$ cat src/rtl/fallthrough_fifo_pkg.sv
// Shared types for the fall-through FIFO: the per-cycle operation encoding
// formed from the accepted push/pop pair.
package fallthrough_fifo_pkg;

  typedef enum logic [1:0] {
    OP_IDLE = 2'b00,
    OP_POP  = 2'b01,
    OP_PUSH = 2'b10,
    OP_BOTH = 2'b11
  } fifo_op_e;

endpackage

$ cat src/rtl/fallthrough_fifo_ram.sv
// Register-array storage for the FWFT FIFO: synchronous write port and an
// asynchronous read port so the head entry is visible without a read cycle.
module fwft_ram #(
  parameter int WIDTH     = 72,
  parameter int ADDR_BITS = 3
) (
  input  logic                 clk,
  input  logic                 wr_en,
  input  logic [ADDR_BITS-1:0] wr_addr,
  input  logic [WIDTH-1:0]     wr_data,
  input  logic [ADDR_BITS-1:0] rd_addr,
  output logic [WIDTH-1:0]     rd_data
);

  localparam int DEPTH = 1 << ADDR_BITS;

  logic [WIDTH-1:0] mem [DEPTH];

  // NOTE: storage is deliberately left out of reset; the pointers alone
  // define which entries are valid, and an unreset array maps onto plain
  // registers or distributed RAM instead of a reset fan-out tree.
  always_ff @(posedge clk) begin
    if (wr_en) begin
      mem[wr_addr] <= wr_data;
    end
  end

  assign rd_data = mem[rd_addr];

endmodule

$ cat src/rtl/fallthrough_fifo.sv
// First-word-fall-through FIFO used as the packet-path input elastic buffer.
// Pointers, occupancy counter and flags live here; storage is in fwft_ram.
module fallthrough_fifo
  import fallthrough_fifo_pkg::*;
#(
  parameter int WIDTH               = 72,
  parameter int MAX_DEPTH_BITS      = 3,
  parameter int PROG_FULL_THRESHOLD = (1 << MAX_DEPTH_BITS) - 1
) (
  input  logic             clk,
  input  logic             reset,
  input  logic [WIDTH-1:0] din,
  input  logic             wr_en,
  input  logic             rd_en,
  output logic [WIDTH-1:0] dout,
  output logic             full,
  output logic             nearly_full,
  output logic             prog_full,
  output logic             empty
);

  localparam int DEPTH = 1 << MAX_DEPTH_BITS;
  localparam int CNT_W = MAX_DEPTH_BITS + 1;

  localparam logic [CNT_W-1:0] CNT_FULL  = CNT_W'(DEPTH);
  localparam logic [CNT_W-1:0] CNT_NFULL = CNT_W'(DEPTH - 1);
  localparam logic [CNT_W-1:0] CNT_PROG  = CNT_W'(PROG_FULL_THRESHOLD);

  logic [MAX_DEPTH_BITS-1:0] wr_ptr;
  logic [MAX_DEPTH_BITS-1:0] rd_ptr;
  logic [CNT_W-1:0]          count;
  logic                      push_ok;
  logic                      pop_ok;
  fifo_op_e                  op;

  // A pop in the same cycle frees a slot, so a full FIFO still takes a push.
  assign pop_ok  = rd_en & ~empty;
  assign push_ok = wr_en & (~full | pop_ok);
  assign op      = fifo_op_e'({push_ok, pop_ok});

  always_ff @(posedge clk or posedge reset) begin
    if (reset) begin
      wr_ptr <= '0;
      rd_ptr <= '0;
      count  <= '0;
    end else begin
      if (push_ok) wr_ptr <= wr_ptr + 1'b1;
      if (pop_ok)  rd_ptr <= rd_ptr + 1'b1;
      case (op)
        OP_PUSH: count <= count + 1'b1;
        OP_POP:  count <= count - 1'b1;
        default: ;
      endcase
    end
  end

  // Flags depend on registered count only, never on wr_en/rd_en.
  assign empty       = (count == '0);
  assign full        = (count == CNT_FULL);
  assign nearly_full = (count >= CNT_NFULL);
  assign prog_full   = (count >= CNT_PROG);

  fwft_ram #(
    .WIDTH     (WIDTH),
    .ADDR_BITS (MAX_DEPTH_BITS)
  ) u_ram (
    .clk     (clk),
    .wr_en   (push_ok),
    .wr_addr (wr_ptr),
    .wr_data (din),
    .rd_addr (rd_ptr),
    .rd_data (dout)
  );

  // Misuse reporting for simulation; ignored by synthesis.
  always @(posedge clk) begin
    if (!reset && wr_en && full && !rd_en) begin
      $warning("fallthrough_fifo: overflow, write dropped");
    end
    if (!reset && rd_en && empty) begin
      $warning("fallthrough_fifo: underflow, read ignored");
    end
  end

endmodule

$ cat config.mk
export PLATFORM = sky130hd
export DESIGN_NAME = fallthrough_fifo
export DESIGN_NICKNAME = d
export VERILOG_FILES = /design/src/rtl/fallthrough_fifo_pkg.sv /design/src/rtl/fallthrough_fifo_ram.sv /design/src/rtl/fallthrough_fifo.sv
export SDC_FILE = /design/constraint.sdc
export NUM_CORES = 1
export LEC_CHECK = 0
export BUFFER_PORTS_ARGS = -buffer_cell sky130_fd_sc_hd__buf_4
export CORE_MARGIN = 2
export CORE_UTILIZATION = 35
export CTS_BUF_LIST = sky130_fd_sc_hd__clkbuf_8 sky130_fd_sc_hd__clkbuf_16
export DETAILED_ROUTE_END_ITERATION = 7
export GPL_ROUTABILITY_DRIVEN = 1
export PLACE_DENSITY_LB_ADDON = 0.25
export SYNTH_ARGS = -nofsm -noshare
export SYNTH_HDL_FRONTEND = slang
export SYNTH_HIERARCHICAL = 1
export SYNTH_SLANG_ARGS = --single-unit
$ cat constraint.sdc
create_clock -name clk -period 9.3 [get_ports clk]
set_clock_uncertainty 0.2 [all_clocks]
set_input_delay 0.93 -clock clk [delete_from_list [all_inputs] [get_ports clk]]
set_output_delay 0.93 -clock clk [all_outputs]
set_load 0.05 [all_outputs]
==> flow_summary.toml <==
[setup_path]
critical_path_class = "reg2out"
crit_required_ns = 8.17
critical-path-top-delay-family = "buffers and inverters"
crit_path_end_kind = "output pin"
crit_fanout = 50
cp-start-kind = "flop"
path_buf_inv = 2
crit_arrival_ns = 3.38
crit_path_frequent_cell = "buf_4"
crit_slowest_cell = "buf_4"
crit_path_max_incr_delay_ns = 0.88
path_cells = "buf_4 -> mux4_2 -> mux2_2 -> buf_4"

[sta]
finalCriticalPeriod_ns = 4.51
finalCritPeriodShare_pct = 48.5
rsz0062_at_grt = "false"
finalHoldViolCount = 0
setup_violations = 0
fmax_mhz = 222
slew_violations = 0
relSlewSlack_pct = 29.9
tightest_slew_ns = 1.05
setup-tns-final_ns = 0

[floorplan]
num_rows = 93
fp.dieH_um = 258
die_x_um = 258
core_um2 = 64100
dieArea_um2 = 66500
ios = 152
start_util_pct = 35.2

[cts]
numCtsBuffers = 60
postCtsHoldBufs = 0
clock_sinks = 586
cts_buffer_depth = 3
cts_tree = "done"
path_clk_slew_ns = 0.06
cts_setup_buffers = 0
clock_latency_ns = 0.61
root_buffer = "clkbuf_16"
postCtsResizedCells = 0
cts_max_level = 2

[grt]
grt_use_total_pct = 14.3
grt_max_degree = 55
grt-ovfl-total = 0
grt_pass1_vias = 10627
antenna_found_initial = 4
grt_pass1_wl_um = 70000

[power_and_ir_drop]
p_comb_share_pct = 38.2
p_seq_share_pct = 37.7
p_leak_nw = 8.80
powerDensity_nw_per_um2 = 353
power.total_mw = 9.37
ir_drop_v = 0.000217
switching_share_pct = 35.2
p_clk_share_pct = 24.2
power.internal_mw = 6.08
power.switching_mw = 3.30

[finish]
final_common_cell = "edfxtp_1"
diodes = 0
multi_input_area_um2 = 4730
seq_area_um2 = 17600
syn_to_final_growth_pct = 17.6
drive_above_1_share_pct = 42.8
mostFrequentLayoutCells = "edfxtp_1, buf_4, mux4_2"
nets = 1177
fillers = 5549

[synth]
synth_area_leaders = "edfxtp_1, mux4_2, mux2_4"
syn_area_um2 = 22600
yosysSeqAreaShare_pct = 77.8
synth_top_area_share_pct = 76.7
avgSynthCellArea_um2 = 25.0
synth_top_area_cell = "edfxtp_1"
syn_inst = 904
synth-seq-cells = 586
synth.net_count = 985
synth.distinct_cells = 30
yosys_warnings = 6

[routing]
drt_iter0_drc = 472
ant_nets = 0
drcViolationCount = 0
wl_um = 46900
post_drt_wl_per_cell_um = 23.5
dr.pass1.iters = 4
routed-via-count = 9762
viasPerCell = 4.89

[place]
port_buffers = 151
routabilityCongestion = 0.679
dpl.hpwl_um = 24400

[worst_hold_path]
hp-class = "in2async"

[flow_run]
drv_cap = 0

[run_status]
status = "completed"
==> cell families after synthesis <==
family	after synthesis	share of synthesized area (%)
buffers and inverters	48	1.48
XOR/XNOR	7	0.272
AO/OA/AOI/OAI	5	0.233
AND/OR/NAND/NOR	31	0.632
flip-flops	586	77.8
multiplexers	222	19.3
adder cells (fa/ha/maj)	5	0.311
==> metal layers <==
metal	share of wire (%)	vias to the layer above	GRT usage, %	wire length, um
met3	5.0	76	3.38	2330
met5	0.11	-	0	53
met4	2.1	8	3.97	978
li1	-	4224	-	-
met1	43	5263	18.5	20000
met2	50	191	24.1	23600
==> power by group through the flow <==
stage	Combinational (mW)	Clock, mW	Sequential [mW]
after floorplan	2.83	0	3.48
after global placement	3.66	0	3.58
after detailed placement	3.67	0	3.60
after CTS	3.67	2.34	3.55
after global routing	3.79	2.43	3.58
final	3.58	2.26	3.53
==> through the flow <==
step / std cells / hold WS [ns] / instance area (um^2) / utilization, % / worst slack (ns)
after CTS: 1996 / 0.0941 / 26500 / 41.4 / 4.60
after detailed placement: 1889 / 0.283 / 24700 / 38.5 / 5.14
after floorplan: 904 / 0.236 / 22600 / - / 2.33
after global placement: 1889 / 0.275 / 24700 / 38.5 / 5.18
after global routing: 1996 / 0.124 / 26500 / 41.4 / 4.49
final: 1996 / 0.130 / 26500 / 41.4 / 4.79
==> final cells by class <==
cell class / instances / area share [%]
repair buffers: 172 / 4.87
clock inverters: 46 / 1.25
well taps: 855 / 4.03
inverters: 6 / 0.0849
multi-input cells: 270 / 17.8
clock buffers: 61 / 5.75
flip-flops and latches: 586 / 66.2
==> flip-flops by register name, summed over array words and instances (netlist names) <==
signal     cells
count          4
rd_ptr         3
u_ram/mem    576
wr_ptr         3
==> final timing paths <==
| path | from | to | slack [ns] | depth (start not counted) |
|---|---|---|---|---|
| min | reset | count[1] | 0.13 | 2 |
| max | rd_ptr[0] | dout[3] | 4.79 | 4 |
| min reg2reg | wr_ptr[2] | wr_ptr[2] | 0.29 | 1 |
| min in group clk | wr_ptr[2] | wr_ptr[2] | 0.29 | 1 |
| max reg2reg | count[1] | u_ram/mem[2][9] | 5.53 | 5 |
| max in group asynchronous | reset | rd_ptr[1] | 8.41 | 2 |
==> synthesized netlist by cell type (all sizes together) <==
cell type    n
nand2        5
a311oi       1
xnor2        4
buf         32
nand3        3
nor2        12
o21ai        1
o211ai       1
nand2b       5
ha           4
dfrtp       10
mux4       144
nor3         4
xor2         3
mux2i        3
fa           1
mux2        75
or3          1
or2          1
clkbuf      10
a21oi        1
inv          6
o31a         1
edfxtp     576
No activity file was read; power rests on OpenSTA's default activity.
